File: config.mk
export PLATFORM = sky130hd
export DESIGN_NAME = acc_bank
export DESIGN_NICKNAME = d
export VERILOG_FILES = /design/src/rtl/acc_pkg.sv /design/src/rtl/acc_stack.sv /design/src/rtl/acc_bank.sv
export SDC_FILE = /design/constraint.sdc
export NUM_CORES = 1
export LEC_CHECK = 0
export ABC_AREA = 1
export CAP_MARGIN = 20
export CORE_MARGIN = 3
export CORE_UTILIZATION = 50
export DETAILED_ROUTE_END_ITERATION = 16
export HOLD_SLACK_MARGIN = 0.08
export PLACE_DENSITY_LB_ADDON = 0.05
export SLEW_MARGIN = 40
export SYNTH_ARGS = -nofsm -noshare
export SYNTH_HDL_FRONTEND = slang
export SYNTH_SLANG_ARGS = --single-unit
File: constraint.sdc
create_clock -name clk -period 6.6 [get_ports clk]
set_input_delay 0.66 -clock clk [delete_from_list [all_inputs] [get_ports clk]]
set_output_delay 0.66 -clock clk [all_outputs]
set_load 0.01 [all_outputs]
File: src/rtl/acc_pkg.sv
// Shared constants and stack-operation encoding for the accumulator bank,
// its save stack, the control unit that drives them, and the testbench.
package acc_pkg;

    localparam int ACC_DATA_W      = 16;
    localparam int ACC_NUM         = 4;
    localparam int ACC_STACK_DEPTH = 8;

    // Encoding is {push, pop}, so a request pair casts straight onto it.
    typedef enum logic [1:0] {
        STK_NONE     = 2'b00,
        STK_POP      = 2'b01,
        STK_PUSH     = 2'b10,
        STK_CONFLICT = 2'b11
    } stk_op_e;

    function automatic stk_op_e acc_stk_op(input logic push, input logic pop);
        return stk_op_e'({push, pop});
    endfunction

endpackage

File: src/rtl/acc_stack.sv
// LIFO save stack: push/pop with full/empty status and a sticky error flag
// for push-when-full, pop-when-empty and simultaneous push+pop.
module acc_stack
    import acc_pkg::*;
#(
    parameter int DATA_W = ACC_DATA_W,
    parameter int DEPTH  = ACC_STACK_DEPTH
) (
    input  logic              clk,
    input  logic              rst,
    input  logic              clr,
    input  logic              push,
    input  logic              pop,
    input  logic [DATA_W-1:0] push_data,
    output logic [DATA_W-1:0] pop_data,
    output logic              pop_ok,
    output logic              full,
    output logic              empty,
    output logic              err
);

    localparam int SP_W = $clog2(DEPTH + 1);
    localparam int AW   = (DEPTH > 1) ? $clog2(DEPTH) : 1;
    localparam logic [SP_W-1:0] SP_MAX = SP_W'(DEPTH);

    logic [DATA_W-1:0] mem [DEPTH];
    logic [SP_W-1:0]   sp_reg, sp_next, sp_dec;
    logic              err_reg, err_next;
    stk_op_e           op;

    assign op     = acc_stk_op(push, pop);
    assign sp_dec = sp_reg - 1'b1;
    assign full   = (sp_reg == SP_MAX);
    assign empty  = (sp_reg == '0);
    assign err    = err_reg;

    // The top entry is read combinationally so a pop lands in its register
    // at the same edge that moves the pointer.
    assign pop_data = mem[sp_dec[AW-1:0]];
    assign pop_ok   = (op == STK_POP) && !empty;

    always_comb begin
        sp_next  = sp_reg;
        err_next = err_reg;
        unique case (op)
            STK_CONFLICT: err_next = 1'b1;
            STK_PUSH: begin
                if (full) err_next = 1'b1;
                else      sp_next  = sp_reg + 1'b1;
            end
            STK_POP: begin
                if (empty) err_next = 1'b1;
                else       sp_next  = sp_dec;
            end
            default: ;
        endcase
    end

    always_ff @(posedge clk) begin
        if (rst || clr) begin
            sp_reg  <= '0;
            err_reg <= 1'b0;
        end else begin
            sp_reg  <= sp_next;
            err_reg <= err_next;
        end
    end

    // Entry contents are not reset; only the pointer defines validity.
    always_ff @(posedge clk) begin
        if (!rst && !clr && op == STK_PUSH && !full)
            mem[sp_reg[AW-1:0]] <= push_data;
    end

endmodule

File: src/rtl/acc_bank.sv
// Bank of accumulators fed from the ALU result bus, with one combinational
// read port, zero/negative flags and a save stack for subroutine calls.
module acc_bank
    import acc_pkg::*;
#(
    parameter int DATA_W      = ACC_DATA_W,
    parameter int NUM_ACC     = ACC_NUM,
    parameter int STACK_DEPTH = ACC_STACK_DEPTH,
    localparam int SEL_W      = (NUM_ACC > 1) ? $clog2(NUM_ACC) : 1
) (
    input  logic              clk,
    input  logic              rst,
    input  logic              acc_clr,
    input  logic              acc_alu_io_rw,
    input  logic [SEL_W-1:0]  acc_wr_sel,
    input  logic [DATA_W-1:0] alu2acc,
    input  logic [SEL_W-1:0]  acc_rd_sel,
    output logic [DATA_W-1:0] acc_data,
    output logic              acc_zero,
    output logic              acc_neg,
    input  logic              acc_push,
    input  logic              acc_pop,
    output logic              stk_full,
    output logic              stk_empty,
    output logic              stk_err
);

    localparam logic [SEL_W:0] NUM_ACC_L = (SEL_W + 1)'(NUM_ACC);

    logic [DATA_W-1:0] acc_reg [NUM_ACC];
    logic              wr_valid, rd_valid;
    logic [DATA_W-1:0] push_data, pop_data;
    logic              pop_ok;

    assign wr_valid = ({1'b0, acc_wr_sel} < NUM_ACC_L);
    assign rd_valid = ({1'b0, acc_rd_sel} < NUM_ACC_L);

    // An out-of-range select silently drops push/pop so it never flags an error.
    assign push_data = wr_valid ? acc_reg[acc_wr_sel] : '0;

    acc_stack #(
        .DATA_W (DATA_W),
        .DEPTH  (STACK_DEPTH)
    ) u_stack (
        .clk       (clk),
        .rst       (rst),
        .clr       (acc_clr),
        .push      (acc_push && wr_valid),
        .pop       (acc_pop && wr_valid),
        .push_data (push_data),
        .pop_data  (pop_data),
        .pop_ok    (pop_ok),
        .full      (stk_full),
        .empty     (stk_empty),
        .err       (stk_err)
    );

    for (genvar gi = 0; gi < NUM_ACC; gi++) begin : g_acc
        logic wr_hit;
        assign wr_hit = wr_valid && (acc_wr_sel == SEL_W'(gi));

        // A successful pop wins over an ALU write to the same register.
        always_ff @(posedge clk) begin
            if (rst || acc_clr)
                acc_reg[gi] <= '0;
            else if (wr_hit && pop_ok)
                acc_reg[gi] <= pop_data;
            else if (wr_hit && acc_alu_io_rw)
                acc_reg[gi] <= alu2acc;
        end
    end

    assign acc_data = rd_valid ? acc_reg[acc_rd_sel] : '0;
    assign acc_zero = (acc_data == '0);
    assign acc_neg  = acc_data[DATA_W-1];

endmodule

[After elaboration in Yosys (flattened, before gate mapping)]
Memory sizes are Yosys's and may differ from the RTL's.
Index checks and enable logic that the tools add are counted.
Word-level totals
  register bits after elaboration: 5
  RAM bits: 192
  bits of input ports: 26
  output and inout port bits: 21
  word-level logic and storage cells: 95
  memories: 2
Cells by class
  add/sub/neg operators: 2
  equal/unequal tests: 11
  multiplexer cells: 46
  bitwise operators: 8
  reductions and logical operators: 24
Memory list
  u_stack.mem: words 8, bits a word 16, rd ports 1, clocked after Yosys merged registers in 0, wr ports 1, RTL line acc_stack.sv:26  | logic [DATA_W-1:0] mem [DEPTH];
  acc_reg: words 4, bits a word 16, rd ports 2, clocked after Yosys merged registers in 0, wr ports 4, RTL line acc_bank.sv:30  | logic [DATA_W-1:0] acc_reg [NUM_ACC];
Operators by type and width (count)
  2-to-1 mux 16 bit: 8
  2-to-1 mux 1 bit: 34
  zero test 16 bit: 1
  logical AND 1 bit: 12
  == test 2 bit, second input constant: 4
  2-to-1 mux 4 bit: 2
  bitwise OR 1 bit: 8
  one-hot mux 4 bit (2 select lines): 1
  AND reduction 3 bit: 2
  adder 4 x 1 -> 4 bit, second input constant: 1
  == test 2 x 1 -> 1 bit, second input constant: 2
  == test 4 bit, second input constant: 1
  zero test 1 bit: 4
  zero test 4 bit: 1
  inequality test 2 x 1 -> 1 bit, second input constant: 2
  inequality test 2 bit, second input constant: 2
  subtractor 4 x 1 -> 4 bit, second input constant: 1
  one-hot mux 1 bit (3 select lines): 1
  nonzero test 3 bit: 1
  zero test 2 bit: 1
  nonzero test 2 bit: 1
  logical OR 1 bit: 1

[Depth between registers and ports, before layout]
  depth after elaboration: 9
  depth in mapped cells: 10
  gate-level depth less buffers: 8

[Modules after synthesis]
A second synthesis with hierarchy kept.
Second synthesis, totals
  cell total of the unflattened synthesis: 879
  area total of the unflattened synthesis: 9182.6 um^2
By module, submodules not included
  acc_stack: instances 1, cells an instance 438, area an instance 5347.6 um^2, seq. area each 3943.8 um^2
  acc_bank: instances 1, cells an instance 441, area an instance 3834.9 um^2, seq. area each 1921.8 um^2

[Least setup slack after synthesis]
No wires, ideal clock.
  path kind: flip-flop to flip-flop
  from: reg u_stack.sp_reg[0]
  to: mem u_stack.mem[1][0] (netlist bit) (enable)
  library setup time: 0.430 ns
  arrival time: 2.921 ns
  data required time: 6.170 ns
  setup slack: 3.249 ns
  stages on the path, launching flop included: 9
  path buffers: 1
  period minus slack after synthesis: 3.351 ns
  cells stage by stage: dfxtp_1 > inv_2 > clkbuf_1 > ha_1 > nand3_1 > nand2_1 > nor2_1 > inv_1 > nor4_1
On the way
  longest elaborated chain between the ends: 5
RTL lines
  from (decl): RTL line acc_stack.sv:27  | logic [SP_W-1:0] sp_reg, sp_next, sp_dec;
  from (signal assigned): RTL line acc_stack.sv:64  | sp_reg <= sp_next;
  == test 4 bit: RTL line acc_stack.sv:33  | assign full = (sp_reg == SP_MAX);
  zero test 1 bit: RTL line acc_stack.sv:71  | if (!rst && !clr && op == STK_PUSH && !full)
  logical AND 1 bit: RTL line acc_stack.sv:71
  2-to-1 mux 1 bit: RTL line acc_stack.sv:71
  2-to-1 mux 1 bit (not written as such): RTL line acc_stack.sv:72  | mem[sp_reg[AW-1:0]] <= push_data;
  to (decl): RTL line acc_stack.sv:26
Parallel ways exist; a longest one is shown, timed or not.

[Worst setup path after layout]
  from: in acc_rd_sel[1]
  to: out acc_zero
On the way
  longest elaborated chain between the ends: 2
RTL lines
  from (decl): RTL line acc_bank.sv:17  | input logic [SEL_W-1:0] acc_rd_sel,
  memory read (4 x 16 bit)
  zero test 16 bit: RTL line acc_bank.sv:74  | assign acc_zero = (acc_data == '0);
  to (decl): RTL line acc_bank.sv:19  | output logic acc_zero,
No other way between the ends.

==> results.toml <==
[flow_run]
cap_violations = 0

[setup_path]
crit_fanout = 17
worstSetupPathType = "in -> out"
end_kind = "primary output"
cp.arrival_ns = 3.41
critPathRequiredTime_ns = 5.94
cp-start-kind = "primary input"

[global_route]
grt_pass1_wl_um = 38190
grt_pass1_vias = 6901
grt_overflow = 0
grt_max_degree = 72
antenna_found_initial = 0
grt_use_total_pct = 25.04

[synth]
synth.distinct_cells = 34
synth_area_per_cell_um2 = 9.883
synth_top_area_share_pct = 61.60
synth_area_leader_cell = "edfxtp_1"
synthesis.instances = 947
synthTopCellsByArea = "edfxtp_1 62%, nand2_1 12%, nand3_1 5.7%, nor2_1 3.4%, o21ai_0 2.4%"
synth_area_mm2 = 0.009359
synth-seq-cells = 197
syn-num-nets = 978
yosysWarnings = 0
yosysSeqAreaShare_pct = 62.67

[final_layout]
fin_area_mm2 = 0.01060
final_util_pct = 58.38
drive_gt1_share_pct = 9.008
n_antenna_cell = 0
largest_reg_flops = 128
syn2layout_area_growth_pct = 13.21
nNetsFinal = 1006

[sta]
fin_crit_ns = 4.071
rsz0062_at_grt = "false"
skew_ns = 0.009629
hold_viol_final = 0
setup_ws_ns = 2.529
slew_headroom_pct = 46.71
tns_ns = 0
finalCritPeriodShare_pct = 61.68
fmax_ghz = 0.2457
setup_viol = 0
worstMarginPinSlew_ns = 0.7993
slew_viol_final = 0

[route]
num_vias = 7219
postRouteAntennaNets = 0
drc = 0
firstDrtPassIters = 5
routedWlPerCell_um = 20.64
drt-total-wl_um = 25120
drt_iter0_drc = 773
via_per_inst = 5.932

[power]
design_power_total_mw = 2.822
p_sw_share_pct = 26.34
power_density_mw_per_mm2 = 266.3
power.internal_mw = 2.079
p_leak_nw = 3.996
seq_power_share_pct = 50.5
ir_drop_uv = 206.2
p_comb_share_pct = 12.4
power.switching_mw = 0.7434
p_clk_share_pct = 37.0

[worst_hold_path]
hp-class = "reg -> reg"

[clock_tree]
ctsResizeCount = 0
ctsLongestPathBuffers = 2
cts.sinks = 197
htree_num_levels = 4
clk_pin_slew_worst_paths_ns = 0.07
cts_root_buf = "clkbuf_16"
post_cts_buffers = 0
cts_buffers = 17
insertion_delay_ns = 0.43
cts_tree = "yes"
cts_hold_buffers = 0

[placed_design]
port_buffers = 46
dp_hpwl_um = 15360
globalplace.congestion = 0.8280
dp_worst_setup_slack_ns = 2.579
placed_area_mm2 = 0.009997

[floorplan]
die_area_mm2 = 0.02040
pin_count = 47
core_mm2 = 0.01815
placementRows = 49
start_util_pct = 51.57
die_w_um = 142.8
dieHeight_um = 142.8

[run_status]
outcome = "complete, no violations"
area by class of cell:
type	instances	area, um2
well taps	229	286.5
repair buffers	61	568.0
multi-input cells	661	3129
fillers	1532	7552
inverters	37	146.4
clock inverters	15	172.7
clock buffers	17	425.4
flip-flops and latches	197	5867
placed cells by master (no fill, tap or decap), types with 2 or more instances in the layout:
cell type | synthesis | final
o21ai_1 | 42 | 42
nor2_1 | 84 | 84
nor2_4 | 4 | 6
nand3_2 | 5 | 6
or2_2 | 2 | 2
clkinv_4 | 0 | 2
edfxtp_1 | 192 | 192
ha_1 | 5 | 4
nand4_1 | 3 | 3
nand3_1 | 107 | 106
clkbuf_16 | 0 | 17
nand2_2 | 3 | 3
dfxtp_1 | 5 | 4
inv_4 | 3 | 3
inv_2 | 6 | 7
inv_6 | 0 | 4
nor3_2 | 0 | 2
o21ai_0 | 44 | 42
a22oi_1 | 27 | 27
clkinvlp_4 | 0 | 3
nand2_1 | 287 | 287
clkinv_2 | 0 | 2
o21ai_2 | 1 | 3
bufinv_16 | 0 | 2
nand2_4 | 2 | 2
a21oi_1 | 33 | 33
clkdlybuf4s50_1 | 0 | 45
buf_4 | 6 | 15
inv_1 | 28 | 27
metrics by stage:
step | hold slack, ns | cells
2_1_floorplan | 0.5091 | 947
3_3_place_gp | 0.4528 | 1185
3_5_place_dp | 0.4674 | 1185
4_1_cts | 0.4893 | 1217
5_1_grt | 0.5200 | 1217
6_report | 0.4824 | 1217
synthesized netlist by cell type (all sizes together):
cell	n
nand3	112
nand4	3
a21oi	33
buf	35
nor4	1
a22oi	27
xnor2	1
xor2	1
ha	5
dfxtp	5
inv	37
nand2	292
nor3	3
o21a	1
nand3b	1
o21ai	87
nor2	92
or2	2
edfxtp	192
clkbuf	17
cells by family (layout without fill, tap and decap cells):
family,Yosys count,after routing,synth area share [%]
buffers and inverters,89,130,4.452
AND/OR/NAND/NOR,506,506,23.11
flip-flops,197,197,62.67
adder cells (fa/ha/maj),5,5,0.6684
XOR/XNOR,2,2,0.3878
AO/OA/AOI/OAI,148,148,8.703
path summary, 6_finish.rpt:
check	slack (ns)	end	start	cells past startpoint
worst min-delay path	0.48	u_stack.err	u_stack.err	1
worst max-delay path	2.53	acc_zero	acc_rd_sel[1]	9
worst min register to register	0.48	u_stack.err	u_stack.err	1
worst max register to register	3.90	acc_reg[1][4]	u_stack.sp_reg[1]	8
worst max-delay path, stage by stage:
cell	delay, ns
clkdlybuf4s50_1	0.81
inv_1	0.71
nand3_1	0.14
nand2_1	0.13
nand2_1	0.06
nor2_1	0.12
nand2_1	0.11
nor2_1	0.12
clkdlybuf4s50_1	0.55
power groups by stage:
stage / registers (mW) / clock network [mW] / logic, mW
global route: 1.43 / 1.11 / 0.383
floorplan: 1.45 / 0 / 0.218
finish: 1.43 / 1.05 / 0.351
global placement: 1.45 / 0 / 0.341
CTS: 1.43 / 1.05 / 0.351
detailed placement: 1.45 / 0 / 0.349
per-layer routing:
layer	part of all wire, %	vias to the layer above	wire [um]	global-route usage, %
met2	47	344	11810	40.13
met5	0	-	0	0
li1	-	3340	-	-
met1	42	3488	10590	34.43
met4	2.9	0	730	9.955
met3	7.9	47	1991	4.086
No activity file was read; power rests on OpenSTA's default activity.
